`config.mk`:
```
export PLATFORM = sky130hd
export DESIGN_NAME = alu_exec_unit
export DESIGN_NICKNAME = d
export VERILOG_FILES = /design/src/rtl/alu_exec_unit_pkg.sv /design/src/rtl/alu_exec_unit_seq_multiplier.sv /design/src/rtl/alu_exec_unit.sv
export SDC_FILE = /design/constraint.sdc
export NUM_CORES = 1
export LEC_CHECK = 0
export CAP_MARGIN = 25
export CORE_MARGIN = 10
export CORE_UTILIZATION = 50
export CTS_CLUSTER_DIAMETER = 50
export DETAILED_ROUTE_END_ITERATION = 10
export PLACE_DENSITY = 0.65
export SLEW_MARGIN = 20
export SYNTH_ARGS = -nofsm -noshare
export SYNTH_HDL_FRONTEND = slang
export SYNTH_SLANG_ARGS = --single-unit
```
`constraint.sdc`:
```
create_clock -name clk_in -period 10.44 [get_ports clk_in]
set_input_delay 2.088 -clock clk_in [delete_from_list [all_inputs] [get_ports clk_in]]
set_output_delay 2.088 -clock clk_in [all_outputs]
set_load 0.01 [all_outputs]
```
`src/rtl/alu_exec_unit_pkg.sv`:
```
// Shared integer-unit types: AluFunc encoding, widths
// and the single-cycle ALU datapath function.
package alu_exec_unit_pkg;

  localparam int XLEN      = 32;
  localparam int ROB_IDX_W = 3;

  typedef enum logic [3:0] {
    ALU_ADD  = 4'd0,
    ALU_SUB  = 4'd1,
    ALU_AND  = 4'd2,
    ALU_OR   = 4'd3,
    ALU_XOR  = 4'd4,
    ALU_SLT  = 4'd5,
    ALU_SLTU = 4'd6,
    ALU_SLL  = 4'd7,
    ALU_SRL  = 4'd8,
    ALU_SRA  = 4'd9,
    ALU_MUL  = 4'd10
  } alu_func_e;

  // Mul and the unused codes fall to zero here
  function automatic logic [XLEN-1:0] alu_calc(
    input logic [3:0]      op,
    input logic [XLEN-1:0] a,
    input logic [XLEN-1:0] b
  );
    logic [XLEN-1:0] r;
    logic [4:0]      sh;
    sh = b[4:0];
    r  = '0;
    case (op)
      ALU_ADD:  r = a + b;
      ALU_SUB:  r = a - b;
      ALU_AND:  r = a & b;
      ALU_OR:   r = a | b;
      ALU_XOR:  r = a ^ b;
      ALU_SLT:  r = XLEN'($signed(a) < $signed(b));
      ALU_SLTU: r = XLEN'(a < b);
      ALU_SLL:  r = a << sh;
      ALU_SRL:  r = a >> sh;
      ALU_SRA:  r = $unsigned($signed(a) >>> sh);
      default:  r = '0;
    endcase
    return r;
  endfunction

endpackage

```
`src/rtl/alu_exec_unit_seq_multiplier.sv`:
```
// Radix-2 shift-add multiplier; done and product
// present the final step combinationally.
module seq_multiplier
  import alu_exec_unit_pkg::*;
#(
  parameter int STEPS = 32
) (
  input  logic            clk_i,
  input  logic            rst_i,
  input  logic            start_i,
  input  logic [XLEN-1:0] a_i,
  input  logic [XLEN-1:0] b_i,
  output logic            done_o,
  output logic [XLEN-1:0] product_o
);

  localparam int CNTW = $clog2(STEPS);

  logic            busy_q;
  logic [CNTW-1:0] cnt_q;
  logic [XLEN-1:0] acc_q;
  logic [XLEN-1:0] mcand_q;
  logic [XLEN-1:0] mplier_q;
  logic [XLEN-1:0] step_acc;
  logic            last;

  assign step_acc  = acc_q + (mplier_q[0] ? mcand_q : '0);
  assign last      = cnt_q == CNTW'(STEPS - 1);
  assign done_o    = busy_q && last;
  assign product_o = step_acc;

  always_ff @(posedge clk_i or posedge rst_i) begin
    if (rst_i) begin
      busy_q   <= 1'b0;
      cnt_q    <= '0;
      acc_q    <= '0;
      mcand_q  <= '0;
      mplier_q <= '0;
    end else if (start_i) begin
      busy_q   <= 1'b1;
      cnt_q    <= '0;
      acc_q    <= '0;
      mcand_q  <= a_i;
      mplier_q <= b_i;
    end else if (busy_q) begin
      acc_q    <= step_acc;
      mcand_q  <= mcand_q << 1;
      mplier_q <= mplier_q >> 1;
      if (last) begin
        busy_q <= 1'b0;
        cnt_q  <= '0;
      end else begin
        cnt_q <= cnt_q + 1'b1;
      end
    end
  end

endmodule

```
`src/rtl/alu_exec_unit.sv`:
```
// Integer execute unit: ALU + iterative MUL feeding
// an in-order result FIFO toward the CDB.
module alu_exec_unit
  import alu_exec_unit_pkg::*;
#(
  parameter int RES_DEPTH  = 4,
  parameter int MUL_CYCLES = 32
) (
  input  logic                 clk_in,
  input  logic                 rst_in,
  input  logic                 valid_in,
  input  logic [XLEN-1:0]      rval1_in,
  input  logic [XLEN-1:0]      rval2_in,
  input  logic [3:0]           opcode_in,
  input  logic [ROB_IDX_W-1:0] rob_idx_in,
  output logic                 fu_busy,
  output logic                 cdb_valid_out,
  output logic [XLEN-1:0]      cdb_value_out,
  output logic [ROB_IDX_W-1:0] cdb_rob_idx_out,
  input  logic                 cdb_grant_in
);

  localparam int PW = $clog2(RES_DEPTH);
  localparam int CW = $clog2(RES_DEPTH + 1);

  typedef enum logic {S_IDLE, S_MUL} state_e;

  state_e               state_q, state_d;
  logic [ROB_IDX_W-1:0] mul_rob_q, mul_rob_d;
  logic [PW-1:0]        wptr_q, wptr_d;
  logic [PW-1:0]        rptr_q, rptr_d;
  logic [CW-1:0]        count_q, count_d;

  logic [XLEN-1:0]      val_mem [RES_DEPTH];
  logic [ROB_IDX_W-1:0] rob_mem [RES_DEPTH];

  logic                 is_mul;
  logic                 push, pop;
  logic                 mul_start, mul_done;
  logic [XLEN-1:0]      push_val, mul_prod;
  logic [ROB_IDX_W-1:0] push_rob;

  function automatic logic [PW-1:0] ptr_inc(
    input logic [PW-1:0] p
  );
    return (p == PW'(RES_DEPTH - 1)) ? '0 : p + 1'b1;
  endfunction

  assign is_mul = opcode_in == ALU_MUL;

  seq_multiplier #(
    .STEPS(MUL_CYCLES)
  ) u_mul (
    .clk_i    (clk_in),
    .rst_i    (rst_in),
    .start_i  (mul_start),
    .a_i      (rval1_in),
    .b_i      (rval2_in),
    .done_o   (mul_done),
    .product_o(mul_prod)
  );

  always_comb begin
    state_d   = state_q;
    mul_rob_d = mul_rob_q;
    mul_start = 1'b0;
    push      = 1'b0;
    push_val  = '0;
    push_rob  = '0;
    unique case (state_q)
      S_IDLE: begin
        if (valid_in && is_mul) begin
          mul_start = 1'b1;
          mul_rob_d = rob_idx_in;
          state_d   = S_MUL;
        end else if (valid_in) begin
          push     = 1'b1;
          push_val = alu_calc(opcode_in, rval1_in, rval2_in);
          push_rob = rob_idx_in;
        end
      end
      S_MUL: begin
        if (mul_done) begin
          push     = 1'b1;
          push_val = mul_prod;
          push_rob = mul_rob_q;
          state_d  = S_IDLE;
        end
      end
      default: state_d = S_IDLE;
    endcase
  end

  always_comb begin
    pop     = (count_q != '0) && cdb_grant_in;
    count_d = count_q + CW'(push) - CW'(pop);
    wptr_d  = push ? ptr_inc(wptr_q) : wptr_q;
    rptr_d  = pop ? ptr_inc(rptr_q) : rptr_q;
  end

  // Threshold leaves one slot free for a Mul in flight
  assign fu_busy = rst_in
                 || (state_q == S_MUL)
                 || (valid_in && is_mul)
                 || (count_d >= CW'(RES_DEPTH - 1));

  assign cdb_valid_out   = count_q != '0;
  assign cdb_value_out   = cdb_valid_out ? val_mem[rptr_q] : '0;
  assign cdb_rob_idx_out = cdb_valid_out ? rob_mem[rptr_q] : '0;

  always_ff @(posedge clk_in or posedge rst_in) begin
    if (rst_in) begin
      state_q   <= S_IDLE;
      mul_rob_q <= '0;
      wptr_q    <= '0;
      rptr_q    <= '0;
      count_q   <= '0;
    end else begin
      state_q   <= state_d;
      mul_rob_q <= mul_rob_d;
      wptr_q    <= wptr_d;
      rptr_q    <= rptr_d;
      count_q   <= count_d;
    end
  end

  always_ff @(posedge clk_in) begin
    if (push) begin
      val_mem[wptr_q] <= push_val;
      rob_mem[wptr_q] <= push_rob;
    end
  end

  a_no_overflow: assert property (
    @(posedge clk_in) disable iff (rst_in)
    !(push && !pop && count_q == CW'(RES_DEPTH))
  );

endmodule

```
=== Yosys cells after proc, flatten, opt, wreduce, memory -nomap -nowiden ===
Memories as Yosys holds them, arrays and structs flattened.
Index checks and enable logic that the tools add are counted.

* Mux-type cells: 36
* $lt $le $gt $ge: 3
* Reduce and logical (&&, ||, !) cells: 10
* Divide/modulo/power cells: 0
* Add/sub/neg operators: 8
* $mul: 0
* Bitwise operators: 4
* Shifts and indexed selects: 3
* Equality and inequality tests: 13

{| class="wikitable"
|+ Operators with widths
! operator !! count
|-
| 2-to-1 mux 32 bit || 11
|-
| one-hot mux 32 bit (10 select lines) || 1
|-
| adder 32 bit || 2
|-
| less-than comparator 32 bit || 2
|-
| one-hot mux 32 bit (2 select lines) || 1
|-
| bitwise AND 32 bit || 1
|-
| bitwise OR 32 bit || 1
|-
| left shift 32 x 5 -> 32 bit || 1
|-
| >> shifter 32 x 5 -> 32 bit || 1
|-
| >>> shifter 32 x 5 -> 32 bit || 1
|-
| subtractor 32 bit || 1
|-
| XOR 32 bit || 1
|-
| == test 4 x 3 -> 1 bit, second input constant || 4
|-
| 2-to-1 mux 5 bit || 3
|-
| == test 4 bit, second input constant || 3
|-
| 2-to-1 mux 3 bit || 4
|-
| 2-to-1 mux 1 bit || 11
|-
| == test 4 x 2 -> 1 bit, second input constant || 2
|-
| one-hot mux 3 bit (2 select lines) || 1
|-
| adder 5 x 1 -> 5 bit, second input constant || 1
|-
| == test 5 bit, second input constant || 1
|-
| adder 2 x 1 -> 2 bit, second input constant || 2
|-
| == test 2 bit, second input constant || 2
|-
| == test 4 x 1 -> 1 bit, second input constant || 1
|-
| other kinds (12) || 18
|}

* Memories kept: 2
* Word-level logic and storage cells: 89
* Input port bits: 75
* Memory bits (writable): 140
* Flip-flop bits (word level): 113
* Bits in latches: 0
* Output and inout port bits: 37
* Bits in read-only memories: 0

{| class="wikitable"
|+ Memories
! memory !! words !! bits a word !! rd ports !! clocked after memory_dff !! wr ports !! RTL line !! RTL
|-
| val_mem || 4 || 32 || 1 || 0 || 1 || alu_exec_unit.sv:34 || <nowiki>logic [XLEN-1:0] val_mem [RES_DEPTH];</nowiki>
|-
| rob_mem || 4 || 3 || 1 || 0 || 1 || alu_exec_unit.sv:35 || <nowiki>logic [ROB_IDX_W-1:0] rob_mem [RES_DEPTH];</nowiki>
|}

=== Longest topological paths before layout ===
Gate-level depths: netlist (run 1).

* Depth after elaboration: 8
* Mapped depth: 15
* Gate-level depth less buffers: 14

=== Modules after synthesis ===
A second synthesis (run 1) with hierarchy kept.

* Cells, all modules: 2,315
* Area, all modules: 21,003.9 sq um

{| class="wikitable"
|+ By module, submodules not included
! module !! cells each !! seq. area each (sq um) !! instances !! area each (sq um)
|-
| alu_exec_unit || 1,598 || 4,479.3 || 1 || 14,467.6
|-
| seq_multiplier || 717 || 2,552.4 || 1 || 6,536.3
|}

=== Least setup slack after synthesis (run 1) ===
OpenSTA, ideal clock, no wires.

* Path kind: input to output
* From: input port opcode_in[2]
* To: output port fu_busy
* Setup slack: 4.063 ns
* Arrival: 4.289 ns
* Buffers on the path: 0
* Cell stages on the path: 13
* Data required time: 8.352 ns
* Cells stage by stage: clkinv_1 nand2_1 nor2_1 o21ai_1 inv_1 ha_1 inv_1 ha_1 fa_1 xnor2_1 xnor2_1 a211oi_1 nand2_1

* Longest elaborated chain between the ends: 8
* Elaborated cells on any way between the ends: 9
* Classes of those cells: add/sub: 2; order compare: 1; eq/ne: 1; mux: 2; reduce/logical: 3

{| class="wikitable"
|+ RTL lines
! element !! RTL line !! RTL
|-
| start: declaration || alu_exec_unit.sv:14 || <nowiki>input logic [3:0] opcode_in,</nowiki>
|-
| == test 4 bit || alu_exec_unit.sv:49 || <nowiki>assign is_mul = opcode_in == ALU_MUL;</nowiki>
|-
| logical AND 1 bit || alu_exec_unit.sv:72 || <nowiki>if (valid_in && is_mul) begin</nowiki>
|-
| 2-to-1 mux 1 bit || alu_exec_unit.sv:72 ||
|-
| one-hot mux 1 bit (2 select lines) || alu_exec_unit.sv:70 || <nowiki>unique case (state_q)</nowiki>
|-
| adder 3 x 1 -> 3 bit || alu_exec_unit.sv:96 || <nowiki>count_d = count_q + CW'(push) - CW'(pop);</nowiki>
|-
| subtractor 3 x 1 -> 3 bit || alu_exec_unit.sv:96 ||
|-
| via count_d[2] || alu_exec_unit.sv:32 || <nowiki>logic [CW-1:0] count_q, count_d;</nowiki>
|-
| >= comparator 3 x 2 -> 1 bit || alu_exec_unit.sv:105 || <nowiki>|| (count_d >= CW'(RES_DEPTH - 1));</nowiki>
|-
| logical OR 1 bit || alu_exec_unit.sv:105 ||
|-
| end: declaration || alu_exec_unit.sv:16 || <nowiki>output logic fu_busy,</nowiki>
|}

The timed path passes the listed nets, and every way through them passes these cells.

=== Worst setup path in the final report (run 1) ===
Ends and elaborated chain as after synthesis.

==> results by group, run 1 <==
Synth
  – Post-synth top area cell: edfxtp_1
  – Cell Area, Synth: 20620 µm²
  – Compound-gate portion of the synthesized area: 0.1845
  – Post-Synth XOR/XNOR Area: 0.02505
  – Share of synthesized area occupied by flip-flops and latches: 0.3409
  – Instance count of the mapped netlist: 2198
  – Cell with the most instances after synthesis: o21ai_0
  – Most common library cells after synthesis: o21ai_0 (210), nor2_1 (202), nand2_1 (186)
  – Simple-Gate Fraction of Synth Area: 0.1382
  – Net Count, Synth: 2417
  – Number of synthesized flops with an enable pin: 140
  – Total number of yosys warnings: 0
  – Adder-cell area share of the yosys netlist: 0.08881
  – Yosys top cell area share: 0.2038
  – Synth Flop Type: edfxtp_1
  – Share of cell area taken by muxes after synthesis: 0.1704
  – Largest family of logic cells by synthesized area: compound AO/OA/AOI/OAI gates
  – Share of flip-flops with an asynchronous set or reset after synthesis: 0.4466
  – Cell types occupying the most area after synthesis: edfxtp_1 (20%), dfrtp_1 (14%), mux4_2 (9.4%), ha_1 (8.5%), mux2i_1 (7.4%)
  – Netlist cell types: 79
  – Mean cell area of the mapped netlist: 9.383 µm²
  – Synth Register Bits: around 250

Timing
  – Max-slew violations: 0
  – Fin. Hold Viols: 0
  – Maximum frequency from static timing analysis: 119.3 MHz
  – Worst hold slack across all endpoints: 0.4858 ns
  – Accumulated negative setup slack: 0 ns
  – Endpoints failing setup: 0
  – RSZ-0062 raised after global routing: false
  – Worst max-slew margin expressed relative to the limit: 0.2599
  – Period utilisation layout: 0.8030
  – Tightest Pin Transition: around 1.1 ns
  – Shortest clock period the worst path allows after layout: 8.383 ns
  – Worst Clk Skew: 0.02497 ns

Cells and area
  – Proportion of layout cells with a drive suffix above 1: 0.09010
  – Multi-input combinational cell area: 12530 µm²
  – # fillers: roughly 3700
  – FF/Latch Area: about 7000 µm²
  – Final layout net count: 2448
  – Layout overhead on the synthesized area: 11.95%

Floorplan
  – Core area: 40830 µm²
  – Horizontal extent of the die: 223.1 µm
  – Overall die height: 223.1 µm
  – Initial core utilization: 0.5051
  – Die Outline Area: 49770 µm²
  – Site Rows: 74
  – Io pins: 112

Power
  – Total power: 4.900 mW
  – Portion of total power attributed to combinational logic: 0.475
  – Cell Pwr Density: about 210 nW/µm²
  – Worst-case vdd ir drop: 0.2018 mV
  – Standby leakage power: 9.585 nW
  – Net switching component of the power: 1.933 mW
  – Seq pwr share: 0.303
  – Internal power: 2.967 mW
  – Part of the total power dissipated in the clock network: 0.221
  – Switching share of total power: 0.3945

Place
  – Gp weighted congestion: 1.009
  – Count of input and output buffers: 111
  – HPWL after detailed placement: 54.17 mm

Clock network
  – Number of CTS-inserted buffers: 31
  – Worst-skew pair later-pin latency: 0.57 ns
  – Post CTS Setup Buffer Count: 0
  – CTS sink count: 253
  – Number of buffers on the longest clock path: 3
  – Cts repair resizes: 0
  – Depth of the CTS H-tree: 1
  – CTS tree: yes
  – Clock-pin slew of the registers on the worst-case setup and hold paths: 0.06 ns
  – Hold-fix buffers at CTS: 0
  – Clock Root Buffer: clkbuf_16

Route
  – Drt first pass iters: 6
  – Post-detailed-routing wire length: approximately 73 mm
  – Average wire per standard cell: 26.15 µm
  – Total number of vias: 17695
  – Antenna-violating nets left: 0
  – Met1 Routed Length: 30.67 mm
  – Via density: 6.351
  – Initial drt markers: 2090
  – Met3 wire length: 5.219 mm
  – DRC: 0
  – Met2 routed wirelength: around 34 mm
  – Top routing layer in use: met4

Setup path
  – Largest fanout on the critical path: 11
  – WP data arrival: 6.30 ns
  – Category of the worst setup path launch point: input port
  – Startpoint-to-endpoint class of the critical path: in2out
  – Sum of buffers and inverters on the critical path: 5
  – Cell-by-cell listing of the critical path: clkdlybuf4s50_1, clkinv_1, nand2_1, nor2_1, o21ai_1, inv_1, ha_1, inv_1, ha_1, fa_1, xnor2_1, xnor2_1, a211oi_1, nand2_1, clkdlybuf4s50_1
  – Worst endpoint required time: about 8.4 ns
  – Library cell contributing the largest single delay on the critical path: clkdlybuf4s50_1
  – Cell family contributing the most delay on the critical path: buffers and inverters
  – Delay of the slowest cell on the worst path: 0.75 ns
  – Type of element capturing the critical path: primary output

GRT
  – Pin count of the biggest net entering global routing: ~110
  – First-pass GRT wire length: 109.9 mm
  – Number of global-route vias before repair: approximately 17000
  – Antenna violations before repair: 3
  – Overflow after GRT: 0
  – Overall Global Routing Usage: 0.2841

Worst hold path
  – Hold WC Path Type: reg2reg

Flow run
  – Number of maximum-capacitance violations: 0

Run status
  – Outcome: finished, final reports clean
==> layout make-up <==
type                       instances  share of cell area
tap                              532             0.02883
sequential                       253              0.3048
inverter                         124             0.02027
clock inverter                    22             0.01078
antenna                            1           0.0001084
multi-input combinational       1675              0.5429
clock buffer                      35             0.03425
timing repair buffer             144             0.05814
==> path summary, 6_finish.rpt <==
path	start	end	slack, ns	cells after the start
setup / recovery	opcode_in[2]	fu_busy	2.06	15
hold / removal	mul_rob_q[2]$_DFFE_PP0P_	mul_rob_q[2]$_DFFE_PP0P_	0.49	2
setup reg to reg	u_mul.mplier_q[0]$_DFFE_PP0P_	val_mem[3][18]$_DFFE_PP_	5.90	13
hold reg to reg	mul_rob_q[2]$_DFFE_PP0P_	mul_rob_q[2]$_DFFE_PP0P_	0.49	2
max in group asynchronous	rst_in	u_mul.mplier_q[11]$_DFFE_PP0P_	7.03	3
min in group asynchronous	rst_in	u_mul.cnt_q[1]$_DFFE_PP0P_	2.13	2
==> state kept, by name (all words and copies together) (netlist names) <==
register	flops
u_mul.acc_q	32
rptr_q	2
u_mul.mcand_q	32
state_q	1
u_mul.busy_q	1
rob_mem	12
count_q	3
wptr_q	2
val_mem	128
mul_rob_q	3
u_mul.mplier_q	32
u_mul.cnt_q	5
==> per-layer routing <==
metal	up-vias	track usage
met4	0	0.1181
met3	139	0.03766
met5	-	0
li1	8121	-
met2	816	0.4504
met1	8619	0.3845
==> stage by stage <==
stage	worst slack, ns	instance area [µm²]	std cells	util
after floorplan	4.063	20620	2198	-
after global placement	2.179	22040	2728	0.5398
after detailed placement	2.123	22040	2728	0.5398
after CTS	2.083	23080	2785	0.5653
after global routing	1.721	23090	2785	0.5654
final	2.057	23090	2786	0.5655
==> cells in the final DEF (no fill, tap or decap), drive strengths merged, types with 16 or more instances in the layout <==
cell and instances:
o31ai 16, xor2 16, or3 16, ha 140
o21ai 214, o22ai 17, a21o 23, a211oi 26
inv 128, mux4 86, a21oi 163, and2 78
buf 38, nand3 19, nor3 37, nor2 202
nand2 186, xnor2 43, edfxtp 140, mux2i 152
clkdlybuf4s50 106, nand2b 16, clkbuf 35, dfrtp 113
==> power groups by stage <==
stage	clock, mW	combinational (mW)	sequential, mW
floorplan	0	1.58	1.40
global placement	0	2.28	1.49
detailed placement	0	2.32	1.50
CTS	1.10	2.33	1.49
global route	1.14	2.53	1.51
finish	1.09	2.33	1.49
==> tightest hold or removal path, stage by stage (launching register included) <==
cell,delay [ns]
dfrtp_1,0.34
nand2_1,0.05
nand2_1,0.06
==> logic make-up (layout without fill, tap and decap cells) <==
logic type / Yosys count / after routing
flip-flops: 253 / 253
XOR/XNOR: 59 / 59
adder cells (fa/ha/maj): 144 / 144
AND/OR/NAND/NOR: 617 / 617
AO/OA/AOI/OAI: 612 / 612
other: 0 / 1
buffers and inverters: 270 / 325
multiplexers: 243 / 243
Note: power is estimated with default switching activity, not from simulation.
==> run 2, diff against run 1 <==
- clock period: 10.44 -> 8 ns (I/O delays scaled with it)
==> run 2 against run 1 <==
Net effect:
- sequential power rose by 27%
- sequential cell count did not move
- clock skew is 0.018 ns lower
- routed wire length is 0.53% higher
- non-clock buffer count increased by 10
- total power is 30% higher
- register-to-register slack lost 2.4 ns
- clock power increased by 28%
==> results by group, run 2 (synthesis gave the netlist of run 1 again) <==
Run status
  – Outcome: finished, final reports clean

Route
  – Met1 Routed Length: 30.39 mm (-0.91%)
  – DRC: 0 (unchanged)
  – Top routing layer in use: met5
  – Post-detailed-routing wire length: 73.25 mm (+0.53%)
  – Total number of vias: 17937 (+1.4%)
  – Antenna-violating nets left: 0 (unchanged)
  – Via density: 6.408 (+0.90%)
  – Met2 routed wirelength: 33.23 mm (-1.3%)
  – Drt first pass iters: 6 (unchanged)
  – Initial drt markers: 2218 (+6.1%)
  – Average wire per standard cell: 26.17 µm (about the same)
  – Met3 wire length: 5.877 mm (+13%)

Clock network
  – Number of CTS-inserted buffers: 30 (-3.2%)
  – Cts repair resizes: 0 (unchanged)
  – Depth of the CTS H-tree: 1 (unchanged)
  – Hold-fix buffers at CTS: 0 (unchanged)
  – Clock Root Buffer: clkbuf_16
  – Number of buffers on the longest clock path: 3 (unchanged)
  – Worst-skew pair later-pin latency: 0.56 ns (about the same)
  – Post CTS Setup Buffer Count: 0 (unchanged)
  – CTS tree: yes
  – CTS sink count: 253 (unchanged)
  – Clock-pin slew of the registers on the worst-case setup and hold paths: 0.06 ns (about the same)

Setup path
  – Crit path launch: opcode_in[2]
  – Worst endpoint required time: 6.40 ns (-1.95 ns)
  – WP data arrival: 5.44 ns (-0.86 ns)
  – Cell family contributing the most delay on the critical path: buffers and inverters
  – Largest fanout on the critical path: 8 (-3)
  – R2R Path Start: u_mul.mplier_q[0]$_DFFE_PP0P_
  – Sum of buffers and inverters on the critical path: 5 (unchanged)
  – Cell-by-cell listing of the critical path: clkdlybuf4s50_1, clkinv_1, nand2_1, nor2_1, o21ai_1, inv_1, ha_1, inv_1, ha_1, fa_1, xnor2_1, xnor2_1, a211oi_1, nand2_1, clkdlybuf4s50_1
  – Delay of the slowest cell on the worst path: 0.50 ns (-0.25 ns)
  – Library cell contributing the largest single delay on the critical path: clkdlybuf4s50_1
  – Type of element capturing the critical path: primary output
  – Category of the worst setup path launch point: input port
  – Startpoint-to-endpoint class of the critical path: in2out

Power
  – Cell Pwr Density: 275.3 nW/µm² (+30%)
  – Standby leakage power: 9.656 nW (+0.75%)
  – Worst-case vdd ir drop: 0.2192 mV (+8.6%)

GRT
  – Number of global-route vias before repair: 17502 (+0.82%)
  – First-pass GRT wire length: 110.1 mm (+0.19%)
  – Pin count of the biggest net entering global routing: 102 (-8.1%)
  – Overall Global Routing Usage: 0.2837 (-0.0004132)
  – Antenna violations before repair: 4 (+1)
  – Overflow after GRT: 0 (unchanged)

Floorplan
  – Core area: 40830 µm² (unchanged)
  – Site Rows: 74 (unchanged)
  – Horizontal extent of the die: 223.1 µm (unchanged)
  – Io pins: 112 (unchanged)
  – Overall die height: 223.1 µm (unchanged)
  – Initial core utilization: 0.5051 (unchanged)
  – Die Outline Area: 49770 µm² (unchanged)

Timing
  – RSZ-0062 raised after global routing: false
  – Tightest Pin Transition: 1.079 ns (-0.02518 ns)
  – Max-slew violations: 0 (unchanged)
  – Worst Clk Skew: 0.007409 ns (-0.01756 ns)
  – Maximum frequency from static timing analysis: roughly 140 MHz
  – Accumulated negative setup slack: 0 ns (unchanged)
  – Fin. Hold Viols: 0 (unchanged)
  – Final setup slack of the worst path: 0.9623 ns (-1.094 ns)
  – Shortest clock period the worst path allows after layout: 7.038 ns
  – Endpoints failing setup: 0 (unchanged)
  – Period utilisation layout: 0.8797
  – Worst max-slew margin expressed relative to the limit: 0.2752 (+0.01526)

Cells and area
  – Most flops, register: val_mem
  – Proportion of layout cells with a drive suffix above 1: 0.09637 (+0.006273)
  – FF/Latch Area: 7037 µm² (unchanged)
  – Most common cell after layout, fill and taps aside: o21ai_0
  – Number of flip-flops in the largest register: 128 (unchanged)
  – # fillers: 3639 (-0.71%)
  – Multi-input combinational cell area: 12540 µm² (about the same)
  – Final layout net count: 2457 (+0.37%)
  – Most used cells in the layout excluding fill and tap cells: o21ai_0 (210), nor2_1 (202), nand2_1 (186), a21oi_1 (162), mux2i_1 (152)
  – Layout overhead on the synthesized area: 12.55%

Flow run
  – Number of maximum-capacitance violations: 0 (unchanged)

Place
  – DP Worst Slack: 0.9160 ns (-1.207 ns)
  – Count of input and output buffers: 111 (unchanged)
  – Gp weighted congestion: 0.9994 (-0.90%)
  – HPWL after detailed placement: 54.51 mm (+0.63%)

Worst hold path
  – Worst Min Path Start: mul_rob_q[1]$_DFFE_PP0P_
  – Hold WC Path Type: reg2reg
-- run 2: path summary, 6_finish.rpt --
check	endpoint	slack, ns	depth (start not counted)
max in group asynchronous	u_mul.mplier_q[9]$_DFFE_PP0P_	5.26	4
worst max-delay path	fu_busy	0.96	15
worst max register to register	val_mem[1][18]$_DFFE_PP_	3.50	13
min in group asynchronous	u_mul.cnt_q[4]$_DFFE_PP0P_	1.42	2
worst min-delay path	mul_rob_q[1]$_DFFE_PP0P_	0.49	2
worst min register to register	mul_rob_q[1]$_DFFE_PP0P_	0.49	2
-- run 2: final cells by class --
| cell class | count | area share |
|---|---|---|
| multi-input cells | 1675 | 0.5402 |
| flip-flops and latches | 253 | 0.3031 |
| repair buffers | 154 | 0.06177 |
| clock buffers | 42 | 0.03919 |
| well taps | 532 | 0.02868 |
| inverters | 124 | 0.02016 |
| clock inverters | 14 | 0.006307 |
| diodes | 5 | 0.0005390 |
-- run 2: stage by stage --
stage / instances / hold WS, ns / power [mW] / util / area, µm²
final: 2799 / 0.4919 / 6.390 / 0.5685 / 23210
after global routing: 2794 / 0.5139 / 6.772 / 0.5682 / 23200
after CTS: 2793 / 0.4942 / 6.422 / 0.5675 / 23170
after detailed placement: 2737 / 0.4750 / 5.000 / 0.5416 / 22120
after global placement: 2737 / 0.4586 / 4.944 / 0.5416 / 22120
after floorplan: 2198 / 0.4461 / 3.898 / - / 20620
-- run 2: layer usage --
layer,up-vias,global-route usage
li1,8133,-
met1,8768,0.3711
met2,842,0.4469
met3,188,0.05583
met4,6,0.1282
met5,-,0
-- run 2: worst min-delay path: cells and delay by family (launching register included) --
family           cells  cell delay [ns]
flip-flops           1             0.35
AND/OR/NAND/NOR      2             0.11
-- run 2: report_power, final --
group          switching, mW  total [mW]  internal (mW)  leakage [nW]
registers              0.192        1.89           1.70          2.72
logic                   1.76        3.09           1.33          6.42
clock network          0.566        1.40          0.838         0.510
total                   2.52        6.39           3.87          9.66
==> run 3, diff against run 2 <==
- CAP_MARGIN: 25 -> unset
- CORE_ASPECT_RATIO: unset -> 0.7
- HOLD_SLACK_MARGIN: unset -> 0.05
==> run 3 against run 2 <==
Net effect:
- sequential share of layout area is essentially flat
- sequential power about the same
- core utilization is 0.16 points lower
- routed wire length rose by 3.8%
- register-to-register slack better by 0.09 ns
==> results by group, run 3 (synthesis gave the netlist of run 1 again) <==
Clock network
  – Worst-skew pair later-pin latency: 0.61 ns (+0.05 ns)
  – CTS tree: yes
  – Number of buffers on the longest clock path: 3 (unchanged)
  – Cts repair resizes: 0 (unchanged)
  – Clock Root Buffer: clkbuf_16
  – Clock-pin slew of the registers on the worst-case setup and hold paths: 0.06 ns (about the same)
  – CTS sink count: 253 (unchanged)
  – Hold-fix buffers at CTS: 0 (unchanged)
  – Depth of the CTS H-tree: 1 (unchanged)
  – Post CTS Setup Buffer Count: 0 (unchanged)
  – Number of CTS-inserted buffers: 29 (-3.3%)

Setup path
  – Worst endpoint required time: 6.40 ns (about the same)
  – Type of element capturing the critical path: primary output
  – Largest fanout on the critical path: 8 (unchanged)
  – Category of the worst setup path launch point: input port
  – Library cell contributing the largest single delay on the critical path: clkdlybuf4s50_1
  – Reg2Reg Setup Slack: 3.59 ns (+0.09 ns)
  – Length in cells of the worst reg-to-reg path: 14 (+1)
  – Crit path depth: 15 (unchanged)
  – Sum of buffers and inverters on the critical path: 5 (unchanged)
  – Reg2Reg Capture Point: val_mem[1][18]$_DFFE_PP_
  – WP data arrival: 5.45 ns (about the same)
  – Startpoint-to-endpoint class of the critical path: in2out
  – R2R Path Start: u_mul.mplier_q[0]$_DFFE_PP0P_
  – Cell family contributing the most delay on the critical path: buffers and inverters
  – Cell-by-cell listing of the critical path: clkdlybuf4s50_1, clkinv_1, nand2_1, nor2_1, o21ai_1, inv_1, ha_1, inv_1, ha_1, fa_1, xnor2_1, xnor2_1, a211oi_1, nand2_1, clkdlybuf4s50_1
  – Delay of the slowest cell on the worst path: 0.50 ns (about the same)

Timing
  – Fin. Hold Viols: 0 (unchanged)
  – Tightest Pin Transition: 1.207 ns (+0.1281 ns)
  – Final setup slack of the worst path: 0.9531 ns (-0.009156 ns)
  – Worst max-slew margin expressed relative to the limit: 0.1933 (-0.08186)
  – Period utilisation layout: 0.8809 (+0.001144)
  – Accumulated negative setup slack: 0 ns (unchanged)
  – Shortest clock period the worst path allows after layout: 7.047 ns (+0.009156 ns)
  – Maximum frequency from static timing analysis: 141.9 MHz (-0.13%)
  – RSZ-0062 raised after global routing: false
  – Max-slew violations: 0 (unchanged)
  – Endpoints failing setup: 0 (unchanged)
  – Worst Clk Skew: 0.02558 ns (+0.01817 ns)

Power
  – Cell Pwr Density: 277.8 nW/µm² (+0.90%)
  – Worst-case vdd ir drop: 0.2662 mV (+21%)
  – Standby leakage power: 9.642 nW (-0.15%)
  – Total power: 6.438 mW (+0.75%)

Floorplan
  – Core area: 40880 µm² (+0.12%)
  – Initial core utilization: 0.5045 (-0.0006184)
  – Die Outline Area: 49900 µm² (+0.26%)
  – Horizontal extent of the die: 262.8 µm (+18%)
  – Io pins: 112 (unchanged)
  – Overall die height: 189.9 µm (-15%)
  – Site Rows: 62 (-16%)

Route
  – Total number of vias: 18141 (+1.1%)
  – DRC: 0 (unchanged)
  – Antenna-violating nets left: 0 (unchanged)
  – Drt first pass iters: 6 (unchanged)
  – Initial drt markers: 2584 (+17%)
  – Via density: 6.458 (+0.78%)
  – Average wire per standard cell: 27.06 µm (+3.4%)
  – Post-detailed-routing wire length: 76.02 mm (+3.8%)

Cells and area
  – Number of flip-flops in the largest register: 128 (unchanged)
  – # fillers: 3598 (-1.1%)
  – Multi-input combinational cell area: 12540 µm² (about the same)
  – Proportion of layout cells with a drive suffix above 1: 0.09496 (-0.001410)
  – Most flops, register: val_mem
  – Final layout net count: 2460 (+0.12%)
  – Most common cell after layout, fill and taps aside: o21ai_0
  – Most used cells in the layout excluding fill and tap cells: o21ai_0 (210), nor2_1 (202), nand2_1 (186), a21oi_1 (162), mux2i_1 (152)
  – Layout overhead on the synthesized area: 12.38%
  – FF/Latch Area: 7037 µm² (unchanged)

Place
  – Gp weighted congestion: 1.032 (+3.3%)
  – Count of input and output buffers: 111 (unchanged)
  – DP Worst Slack: 1.017 ns (+0.1010 ns)
  – HPWL after detailed placement: 56.53 mm (+3.7%)

Flow run
  – Number of maximum-capacitance violations: 0 (unchanged)

GRT
  – First-pass GRT wire length: 113.9 mm (+3.4%)
  – Overall Global Routing Usage: 0.2965 (+0.01276)
  – Antenna violations before repair: 2 (-2)
  – Overflow after GRT: 0 (unchanged)
  – Number of global-route vias before repair: 17226 (-1.6%)
  – Pin count of the biggest net entering global routing: 89 (-13%)

Worst hold path
  – Min-Delay Path Depth: 2 (unchanged)
  – Capture endpoint of the worst hold path: mul_rob_q[0]$_DFFE_PP0P_
  – Hold WC Path Type: reg2reg
  – Worst Min Path Start: mul_rob_q[0]$_DFFE_PP0P_

Run status
  – Outcome: finished, final reports clean
## run 3: cell count changes in the layout (fill, tap and decap cells not counted), moves of 2 or more
cell | before | now
inv_6 | 5 | 1
diode_2 | 5 | 1
a2111oi_0 | 6 | 4
bufinv_16 | 1 | 3
a2111oi_1 | 0 | 2
clkbuf_1 | 4 | 8
inv_8 | 1 | 3
clkbuf_8 | 5 | 1
clkinv_2 | 1 | 4
clkinvlp_4 | 3 | 0
buf_4 | 44 | 48
clkbuf_16 | 33 | 29
## run 3: worst min-delay path, cell delays in order (launching register included)
cell	delay, ns
dfrtp_1	0.34
nand2_1	0.05
nand2_1	0.06
## run 3: stage by stage
stage | cells | instance area [µm²] | util | hold WS, ns
after floorplan | 2198 | 20620 | - | 0.4461
after global placement | 2753 | 22160 | 0.5420 | 0.4591
after detailed placement | 2753 | 22160 | 0.5420 | 0.4659
after CTS | 2807 | 23140 | 0.5661 | 0.4800
after global routing | 2808 | 23170 | 0.5669 | 0.5240
final | 2809 | 23180 | 0.5669 | 0.4814
## run 3: how the worst max path moves through the flow
stage	startpoint	end	slack, ns
floorplan	opcode_in[2]	fu_busy	2.60
global placement	opcode_in[2]	fu_busy	1.09
detailed placement	opcode_in[2]	fu_busy	1.02
CTS	opcode_in[2]	fu_busy	1.02
global route	opcode_in[2]	fu_busy	0.67
finish	opcode_in[2]	fu_busy	0.95
## run 3: power breakdown
group	internal (mW)	switching [mW]	total (mW)
clock	0.791	0.594	1.39
combinational	1.34	1.82	3.16
sequential	1.70	0.191	1.89
total	3.83	2.60	6.44
## run 3: area by class of cell
cell class	count	area share
clock buffer	38	0.03320
multi-input combinational	1675	0.5409
clock inverter	16	0.009393
timing repair buffer	158	0.06316
sequential	253	0.3036
antenna	1	0.0001080
tap	544	0.02937
inverter	124	0.02030
## run 3: layer usage
metal  routed length (µm)  part of all wire  vias to the layer above  GRT usage
met1                33820              0.44                     8905     0.4330
met5                   13           0.00017                        -          0
li1                     -                 -                     8142          -
met3                 7866              0.10                      119    0.07152
met4                 2306             0.030                        2    0.08073
met2                32010              0.42                      973     0.4305
